===== config.mk =====
export PLATFORM = sky130hd
export DESIGN_NAME = trig_rr_arbiter_flat
export DESIGN_NICKNAME = d
export VERILOG_FILES = /design/src/rtl/trig_arb_pkg.sv /design/src/rtl/trig_rr_arbiter_if.sv /design/src/rtl/sync_2stage.sv /design/src/rtl/trig_rr_arbiter.sv /design/src/flat_wrapper.sv
export SDC_FILE = /design/constraint.sdc
export NUM_CORES = 1
export LEC_CHECK = 0
export CORE_ASPECT_RATIO = 2
export CORE_UTILIZATION = 55
export CTS_BUF_LIST = sky130_fd_sc_hd__clkbuf_8 sky130_fd_sc_hd__clkbuf_16
export DETAILED_ROUTE_END_ITERATION = 8
export PLACE_DENSITY = 0.8
export SETUP_SLACK_MARGIN = 0.1
export SLEW_MARGIN = 20
export SYNTH_ARGS = -nofsm -noshare
export SYNTH_HDL_FRONTEND = slang
export SYNTH_SLANG_ARGS = --single-unit

===== constraint.sdc =====
create_clock -name clk -period 4 [get_ports clk]
set_input_delay 0.8 -clock clk [delete_from_list [all_inputs] [get_ports clk]]
set_output_delay 0.8 -clock clk [all_outputs]
set_load 0.05 [all_outputs]

===== src/rtl/trig_arb_pkg.sv =====
// rtl/trig_arb_pkg.sv - shared types and constants for the trigger round-robin arbiter
package trig_arb_pkg;

    typedef enum logic {
        IDLE  = 1'b0,
        OFFER = 1'b1
    } arb_state_e;

    // Edge detection stays masked until the synchronizer holds real samples
    localparam int WARM_LEN = 3;

endpackage


===== src/rtl/trig_rr_arbiter_if.sv =====
// rtl/trig_rr_arbiter_if.sv - valid/ready grant port between arbiter and event consumer
interface trig_rr_arbiter_if #(
    parameter int ID_W = 2
);
    logic            grant_valid;
    logic [ID_W-1:0] grant_id;
    logic            grant_ready;

    modport master (output grant_valid, output grant_id, input grant_ready);
    modport slave  (input grant_valid, input grant_id, output grant_ready);
endinterface


===== src/rtl/sync_2stage.sv =====
// rtl/sync_2stage.sv - two-flop synchronizer bank; no reset so the flops stay plain
module sync_2stage #(
    parameter int WIDTH = 4
) (
    input  logic             clk,
    input  logic [WIDTH-1:0] d_i,
    output logic [WIDTH-1:0] q_o
);
    logic [WIDTH-1:0] meta_q;
    logic [WIDTH-1:0] sync_q;

    always_ff @(posedge clk) begin
        meta_q <= d_i;
        sync_q <= meta_q;
    end

    assign q_o = sync_q;
endmodule


===== src/rtl/trig_rr_arbiter.sv =====
// rtl/trig_rr_arbiter.sv - latches async trigger edges and grants them round-robin
module trig_rr_arbiter
    import trig_arb_pkg::*;
#(
    parameter int N_REQ  = 4,
    parameter int ID_W   = 2,
    parameter int DROP_W = 8
) (
    input  logic               clk,
    input  logic               rst_n,
    input  logic [N_REQ-1:0]   req_async,
    input  logic [N_REQ-1:0]   chan_en,
    trig_rr_arbiter_if.master  grant,
    output logic [N_REQ-1:0]   pending,
    output logic [N_REQ-1:0]   overflow,
    output logic [DROP_W-1:0]  drop_cnt,
    input  logic               clear_stats
);
    logic [N_REQ-1:0]  sync_out;
    logic [N_REQ-1:0]  prev_q;
    logic [1:0]        warm_q, warm_d;
    logic              warm;
    logic [N_REQ-1:0]  edge_det, serve, drop;
    logic [N_REQ-1:0]  pending_q, pending_d;
    logic [N_REQ-1:0]  overflow_q, overflow_d;
    logic [DROP_W-1:0] drop_cnt_q, drop_cnt_d;
    logic [DROP_W:0]   cnt_sum;
    arb_state_e        state_q, state_d;
    logic [ID_W-1:0]   grant_id_q, grant_id_d;
    logic [ID_W-1:0]   rr_q, rr_d;

    sync_2stage #(.WIDTH(N_REQ)) u_sync (
        .clk (clk),
        .d_i (req_async),
        .q_o (sync_out)
    );

    // First pending channel at or after ptr, wrapping around
    function automatic logic [ID_W-1:0] rr_pick(input logic [N_REQ-1:0] req,
                                                input logic [ID_W-1:0]  ptr);
        logic [ID_W-1:0] pick;
        logic            found;
        int              idx;
        pick  = '0;
        found = 1'b0;
        for (int k = 0; k < N_REQ; k++) begin
            idx = (int'(ptr) + k) % N_REQ;
            if (!found && req[idx]) begin
                found = 1'b1;
                pick  = ID_W'(idx);
            end
        end
        return pick;
    endfunction

    assign warm   = (warm_q == 2'(WARM_LEN));
    assign warm_d = warm ? warm_q : warm_q + 2'd1;

    always_comb begin
        edge_det = sync_out & ~prev_q & chan_en & {N_REQ{warm}};
        serve    = '0;
        if (state_q == OFFER && grant.grant_ready) begin
            serve[grant_id_q] = 1'b1;
        end
        drop      = edge_det & pending_q & ~serve;
        pending_d = ((pending_q & ~serve) | edge_det) & chan_en;
    end

    always_comb begin
        cnt_sum = {1'b0, drop_cnt_q};
        for (int i = 0; i < N_REQ; i++) begin
            if (drop[i]) begin
                cnt_sum = cnt_sum + (DROP_W+1)'(1);
            end
        end
        if (clear_stats) begin
            drop_cnt_d = '0;
            overflow_d = '0;
        end else begin
            drop_cnt_d = cnt_sum[DROP_W] ? '1 : cnt_sum[DROP_W-1:0];
            overflow_d = overflow_q | drop;
        end
    end

    always_comb begin
        state_d    = state_q;
        grant_id_d = grant_id_q;
        rr_d       = rr_q;
        case (state_q)
            IDLE: begin
                if (|pending_q) begin
                    grant_id_d = rr_pick(pending_q, rr_q);
                    state_d    = OFFER;
                end
            end
            OFFER: begin
                if (grant.grant_ready) begin
                    state_d = IDLE;
                    rr_d    = (grant_id_q == ID_W'(N_REQ-1)) ? '0 : grant_id_q + ID_W'(1);
                end
            end
            default: state_d = IDLE;
        endcase
    end

    always_ff @(posedge clk or negedge rst_n) begin
        if (!rst_n) begin
            prev_q     <= '1;
            warm_q     <= '0;
            pending_q  <= '0;
            overflow_q <= '0;
            drop_cnt_q <= '0;
            state_q    <= IDLE;
            grant_id_q <= '0;
            rr_q       <= '0;
        end else begin
            prev_q     <= sync_out;
            warm_q     <= warm_d;
            pending_q  <= pending_d;
            overflow_q <= overflow_d;
            drop_cnt_q <= drop_cnt_d;
            state_q    <= state_d;
            grant_id_q <= grant_id_d;
            rr_q       <= rr_d;
        end
    end

    assign grant.grant_valid = (state_q == OFFER);
    assign grant.grant_id    = grant_id_q;
    assign pending           = pending_q;
    assign overflow          = overflow_q;
    assign drop_cnt          = drop_cnt_q;
endmodule

===== src/flat_wrapper.sv =====
// flat-port wrapper written by rule: the top's interface ports become plain ports
module trig_rr_arbiter_flat import trig_arb_pkg::*;
#(
    parameter int N_REQ  = 4,
    parameter int ID_W   = 2,
    parameter int DROP_W = 8
)
  (clk, rst_n, req_async, chan_en, pending, overflow, drop_cnt, clear_stats, grant_grant_valid, grant_grant_id, grant_grant_ready);
  trig_rr_arbiter_if #(.ID_W(ID_W)) grant_i ();
  input  logic clk;
  input  logic rst_n;
  input  logic [N_REQ-1:0] req_async;
  input  logic [N_REQ-1:0] chan_en;
  output logic [N_REQ-1:0] pending;
  output logic [N_REQ-1:0] overflow;
  output logic [DROP_W-1:0] drop_cnt;
  input  logic clear_stats;
  output wire logic [$bits(grant_i.grant_valid)-1:0] grant_grant_valid;
  output wire logic [$bits(grant_i.grant_id)-1:0] grant_grant_id;
  input wire logic [$bits(grant_i.grant_ready)-1:0] grant_grant_ready;
  assign grant_grant_valid = grant_i.grant_valid;
  assign grant_grant_id = grant_i.grant_id;
  assign grant_i.grant_ready = grant_grant_ready;
  trig_rr_arbiter #(.N_REQ(N_REQ), .ID_W(ID_W), .DROP_W(DROP_W)) u_core (.clk(clk), .rst_n(rst_n), .req_async(req_async), .chan_en(chan_en), .grant(grant_i), .pending(pending), .overflow(overflow), .drop_cnt(drop_cnt), .clear_stats(clear_stats));
endmodule

After elaboration in Yosys (flattened, before gate mapping)
Index checks and enable logic that the tools add are counted.

word-level totals
  logic and storage cells = 94
  ROM bits = 0
  memories = 0
  bits of input ports = 12
  register bits = 35
  output and inout port bits = 19
  latch bits = 0
  RAM bits = 0

cells by class
  divide/modulo/power cells = 0
  shift-type cells = 0
  reduce and logical (&&, ||, !) cells = 14
  magnitude comparators = 6
  add/sub/neg operators = 9
  multiplexer cells = 38
  multipliers = 0
  equality and inequality tests = 2
  bitwise operators = 15

operator list
  operator                                                                       count
  9-bit two-way mux                                                              4
  4-bit AND                                                                      7
  9-bit by 1-bit adder with 9-bit output (second input constant)                 3
  1-bit two-way mux                                                              19
  8-bit two-way mux                                                              2
  3-bit by 4-bit less-than comparator with 1-bit output (second input constant)  3
  2-bit two-way mux                                                              5
  8-bit by 1-bit adder with 9-bit output (second input constant)                 1
  1-bit binary-select mux with 2-bit select                                      4
  4-bit two-way mux                                                              2
  4-bit NOT                                                                      2
  4-bit bitwise OR                                                               2
  2-bit by 1-bit adder with 2-bit output (second input constant)                 3
  2-bit by 3-bit less-than comparator with 1-bit output (second input constant)  2
  2-bit OR reduction                                                             3
  1-bit logical AND                                                              5
  2-bit adder (second input constant)                                            2
  2-bit == test (second input constant)                                          2
  2-bit AND reduction                                                            2
  4-bit OR reduction                                                             1
  1-bit AND (first input constant)                                               3
  1-bit zero test                                                                3
  1-bit demux with 2-bit select                                                  1
  2-bit by 1-bit >= comparator with 1-bit output (second input constant)         1
  2 further kinds                                                                2

Depth between registers and ports, before layout
  depth after elaboration = 18
  gate-level depth with buffers = 17
  gate-level depth less buffers = 16

Hierarchy
Synthesis repeated with hierarchy kept, for this count alone.

unflattened totals
  cell total of the unflattened synthesis = 230
  area total of the unflattened synthesis = 2,293.4 µm²

by module, submodules not included
  module           sequential area each (µm²)  area an instance (µm²)  instances  cells an instance
  trig_rr_arbiter  680.7                       2,133.3                 1          222
  sync_2stage      160.2                       160.2                   1          8

Worst setup path before layout
No wires, ideal clock.

  path kind = reg-to-reg
  from = register u_core.grant_id_q[0] (netlist: u_core.grant.grant_id[0])
  to = register u_core.drop_cnt_q[7] (netlist: u_core.drop_cnt[7])
  clock period less this slack = 3,897 ps
  stages on the path, launching flop included = 16
  setup time = 86 ps
  data required time = 3,914 ps
  buffers on the path = 0
  slack = 103 ps
  arrival time = 3,811 ps
  cells stage by stage = dfrtp_1 -> inv_1 -> ha_1 -> and3_4 -> o31ai_1 -> nand2_1 -> ha_1 -> nor2_1 -> a31oi_1 -> ha_1 -> nand2_1 -> nor4_1 -> nand3_1 -> xnor2_1 -> a31oi_4 -> o221ai_2

between the ends
  word-level cells in the longest chain between the ends = 16
  elaborated cells on any way between the ends = 17
  those cells by class = add/sub: 3; order compare: 2; mux: 9; bitwise: 2; reduce/logical: 1

ends and longest elaborated chain
  what                                                                                                                                           line                    text
  start: declaration                                                                                                                             trig_rr_arbiter.sv:29   logic [ID_W-1:0] grant_id_q, grant_id_d;
  start signal: assignment                                                                                                                       trig_rr_arbiter.sv:123  grant_id_q <= grant_id_d;
  2-bit by 3-bit less-than comparator with 1-bit output (not written as such) or 2-bit by 1-bit >= comparator with 1-bit output (tied branches)  trig_rr_arbiter.sv:63   serve[grant_id_q] = 1'b1;
  1-bit logical AND (not written as such)                                                                                                        trig_rr_arbiter.sv:63
  1-bit two-way mux (not written as such)                                                                                                        trig_rr_arbiter.sv:63
  1-bit demux with 2-bit select *                                                                                                                n/a
  4-bit two-way mux *                                                                                                                            trig_rr_arbiter.sv:62   if (state_q == OFFER && grant.grant_ready) begin
  4-bit NOT *                                                                                                                                    trig_rr_arbiter.sv:65   drop = edge_det & pending_q & ~serve;
  4-bit AND *                                                                                                                                    trig_rr_arbiter.sv:65
  9-bit two-way mux                                                                                                                              trig_rr_arbiter.sv:72   if (drop[i]) begin
  9-bit by 1-bit adder with 9-bit output                                                                                                         trig_rr_arbiter.sv:73   cnt_sum = cnt_sum + (DROP_W+1)'(1);
  9-bit two-way mux                                                                                                                              trig_rr_arbiter.sv:72
  9-bit by 1-bit adder with 9-bit output                                                                                                         trig_rr_arbiter.sv:73
  9-bit two-way mux                                                                                                                              trig_rr_arbiter.sv:72
  9-bit by 1-bit adder with 9-bit output                                                                                                         trig_rr_arbiter.sv:73
  9-bit two-way mux *                                                                                                                            trig_rr_arbiter.sv:72
  8-bit two-way mux *                                                                                                                            trig_rr_arbiter.sv:80   drop_cnt_d = cnt_sum[DROP_W] ? '1 : cnt_sum[DROP_W-1:0];
  8-bit two-way mux *                                                                                                                            trig_rr_arbiter.sv:76   if (clear_stats) begin
  via u_core.drop_cnt_d[7]                                                                                                                       trig_rr_arbiter.sv:26   logic [DROP_W-1:0] drop_cnt_q, drop_cnt_d;
  end signal: assignment                                                                                                                         trig_rr_arbiter.sv:121  drop_cnt_q <= drop_cnt_d;
  end: declaration                                                                                                                               trig_rr_arbiter.sv:26

Mark *: on every way through the listed nets, which the timed path passes. The rest lies on a longest branch.
A chain may end at the register's enable or synchronous reset.

Worst setup path after layout
  from = input chan_en[1]
  to = register u_core.drop_cnt_q[7] (netlist: u_core.drop_cnt[7])

between the ends
  word-level cells in the longest chain between the ends = 11

ends and longest elaborated chain
  what                                    line                   text
  start: declaration                      flat_wrapper.sv:13     input logic [N_REQ-1:0] chan_en;
  4-bit AND * (2 in a row)                trig_rr_arbiter.sv:60  edge_det = sync_out & ~prev_q & chan_en & {N_REQ{warm}};
  4-bit AND * (2 in a row)                trig_rr_arbiter.sv:65
  9-bit two-way mux *                     trig_rr_arbiter.sv:72
  9-bit by 1-bit adder with 9-bit output  trig_rr_arbiter.sv:73
  9-bit two-way mux *                     trig_rr_arbiter.sv:72
  9-bit by 1-bit adder with 9-bit output  trig_rr_arbiter.sv:73
  9-bit two-way mux *                     trig_rr_arbiter.sv:72
  8-bit two-way mux *                     trig_rr_arbiter.sv:80
  8-bit two-way mux *                     trig_rr_arbiter.sv:76
  via u_core.drop_cnt_d[7]                trig_rr_arbiter.sv:26

Marks and branches as above.

==> summary.txt <==
Status
  – Status: finished clean

Drt
  – Wire length per cell: 18.6 µm
  – Post-route DRC: 0
  – DR pass1 iterations: 4
  – Vias: 2143
  – Vias per std cell: 6.11
  – First DRT Iteration DRCs: 45
  – Final ANT Viol Nets: 0
  – WL final: 6.51 mm

Synth
  – Syn Area/Cell: 10.1 µm²
  – Mapped Cells: 224
  – Sequential fraction of the synthesis area: 37.2%
  – Top cells by area, synth: dfrtp_1 (25%), dfxtp_1 (7.1%), xnor2_1 (5.0%), ha_1 (5.0%), dfstp_2 (4.6%)
  – Post-synth EDFFs: 0
  – Yosys warns: 0
  – Yosys top cell area share: 25.5%
  – Synth async-reset ratio: 77.1%
  – Cell Area, Synth: 0.00226 mm²
  – Post-Syn Nets: 245
  – Cell variety after synth: 62
  – Synth area leader: dfrtp_1
  – FF+latch count, synth: 35
  – Main flop type after synthesis: dfrtp_1

Worst setup path
  – Critical Path RT: 4.21 ns
  – Worst-path maximum fanout: 8
  – Worst-case reg-to-reg path depth: 13
  – Startpoint Class: input port
  – Setup slack, reg-to-reg: 0.22 ns
  – Worst Path Arrival: 4.00 ns
  – CP Buf/Inv Count: 1
  – Worst path most repeated cell: or3_4
  – Worst r2r dst: u_core.drop_cnt[7]
  – CP cell instances: clkdlybuf4s50_1 -> and4b_1 -> nand3_2 -> a211oi_1 -> nor3_1 -> or3_4 -> or3_4 -> a2111oi_4 -> a31oi_4 -> o221ai_2
  – CP peak stage delay: 0.48 ns
  – CP Class: in -> reg
  – Reg2reg start: u_core.warm_q[0]
  – Crit path max-delay cell type: clkdlybuf4s50_1
  – Crit path capture type: register
  – Worst path top cell family by delay: simple AND/OR/NAND/NOR gates

CTS
  – Root Buffer: clkbuf_8
  – Clock Pin Slew Worst Setup and Hold Paths: 0.08 ns
  – Clock sinks: 35
  – Clock buffer depth: 2
  – CTS Hold Buffers Added: 0
  – TritonCTS clock tree: yes
  – # H-tree levels: 2
  – Number of CTS-inserted buffers: 5
  – Clk_lat worst skew: 0.30 ns

Timing
  – Worst setup margin: 0.210 ns
  – Clk_skew: 0.0158 ns
  – Max-slew headroom: 63.3%
  – Period utilisation layout: 94.7%
  – Worst Tran Pin Value: 0.548 ns
  – RSZ-0062 raised after global routing: no
  – TNS Setup: 0 ns
  – Final min period: 3.79 ns
  – Achievable Freq: 264 MHz
  – Final-report max-slew violation count: 0
  – Hold WS: 0.317 ns
  – Final setup fails: 0
  – Final Hold Viols: 0

Power
  – Pwr Density: 340 mW/mm²
  – Leak: 1.32 nW
  – Peak VDD IR: 0.000439 V

Die
  – Row count: 32
  – Die height: 92.7 µm
  – I/O pins: 31
  – Starting Density: 58.2%
  – Die area: 0.00439 mm²
  – Die width: 47.3 µm
  – Core area: 0.00388 mm²

Placed design
  – Final Wtd Congestion: 0.843
  – Placed wire-length estimate: 4.62 mm
  – Dpl ws: -0.361 ns
  – IO Port Bufs: 30

Layout
  – Area growth from synthesis to layout: 38.4%
  – Nets: 320
  – # diodes: 0
  – Most frequent cells in the layout: buf_4 (44), clkdlybuf4s50_1 (28), dfrtp_1 (22), nand2_1 (19), nor2_1 (14)
  – Filler instances: 252
  – Most common cell after layout, fill and taps aside: buf_4
  – Layout cells sized above 1: 31.3%
  – Finished Core Util: 80.6%

Worst hold path
  – WHS Path Cells: 0
  – Hold Path End: u_core.prev_q[3]
  – Min-delay src: u_core.u_sync.q_o[3]
  – Worst hold path class: reg -> reg

Global route
  – Tot GR Track Use: 32.5%
  – Total gr overflow: 0
  – First-pass GRT wire length: 10.0 mm
  – Vias in the first global route: 2194
  – Largest net degree at the start of global routing: 28
  – Initial antenna violation count: 0

Run
  – Max_cap viols: 0
[flip-flops by register name, indices dropped and copies added, names as in the netlist]
name / flops
u_core.warm_q: 2
u_core.overflow: 4
u_core.rr_q: 2
u_core.u_sync.q_o: 4
u_core.pending: 4
u_core.grant.grant_id: 2
u_core.prev_q: 4
u_core.drop_cnt: 8
u_core.grant.grant_valid: 1
u_core.u_sync.meta_q: 4
[cells by family after synthesis]
| kind of cell | synth area share [%] |
|---|---|
| AO/OA/AOI/OAI | 17.0 |
| flip-flops | 37.2 |
| multiplexers | 5.09 |
| XOR/XNOR | 9.74 |
| AND/OR/NAND/NOR | 23.0 |
| buffers and inverters | 3.04 |
| adder cells (fa/ha/maj) | 4.98 |
[cell usage after synthesis (6+ instances only)]
master,instances
a21oi_1,13
dfrtp_1,23
dfxtp_1,8
ha_1,9
inv_1,9
mux2i_1,7
nand2_1,20
nand3_1,7
nor2_1,14
nor3_1,6
o21ai_0,7
xnor2_1,13
xor2_1,7
[final cells by class]
cell class              count  area, µm²  area share, %
repair buffers             74        636           20.3
well taps                  51       63.8           2.04
clock inverters             3       43.8           1.40
multi-input cells         174       1440           46.1
clock buffers               5       68.8           2.20
flip-flops and latches     35        842           26.9
inverters                   9       33.8           1.08
[where the power goes]
| part | total (mW) | internal [mW] | switching (mW) |
|---|---|---|---|
| clock | 0.324 | 0.186 | 0.138 |
| sequential | 0.435 | 0.388 | 0.0470 |
| combinational | 0.306 | 0.127 | 0.179 |
| total | 1.06 | 0.700 | 0.364 |
[worst max-delay path by stage]
stage                                  start                 end  depth (start not counted)
floorplan           u_core.grant.grant_id[0]  u_core.drop_cnt[7]                         15
global placement                  chan_en[0]  u_core.drop_cnt[7]                         13
global route        u_core.grant.grant_id[1]  u_core.drop_cnt[7]                         14
CTS                               chan_en[0]  u_core.drop_cnt[6]                         14
finish                            chan_en[1]  u_core.drop_cnt[7]                         10
detailed placement                chan_en[0]  u_core.drop_cnt[7]                         13
[through the flow]
step	power, mW	instances	cell area, µm²
2_1_floorplan	0.613	224	2260
3_3_place_gp	0.714	338	2880
3_5_place_dp	0.725	338	2880
4_1_cts	1.05	348	3050
5_1_grt	1.11	351	3130
6_report	1.06	351	3130
[worst reg2reg max path, stage by stage (launching register included)]
cell and delay, ns:
dfrtp_1 0.37, ha_1 0.30, and4b_2 0.33, nand4_1 0.18, nand2_1 0.16, ha_4 0.15, nand4_1 0.17, xnor3_1 0.31
o211ai_2 0.09, or3_4 0.35, or3_4 0.40, a2111oi_4 0.46, a31oi_4 0.22, o221ai_2 0.22
[timing repair]
item                                    CTS  global route
setup buffers                             2             3
resized for setup                         7            15
pin swaps                                 2             8
endpoints found under the setup margin    8             8
[per-layer routing]
| metal | track usage (%) | wire length (µm) |
|---|---|---|
| met5 | 0 | 0 |
| met4 | 20.5 | 364 |
| met2 | 58.7 | 3760 |
| met3 | 5.46 | 211 |
| met1 | 30.2 | 2180 |
Power figures use the tool's default switching activity.
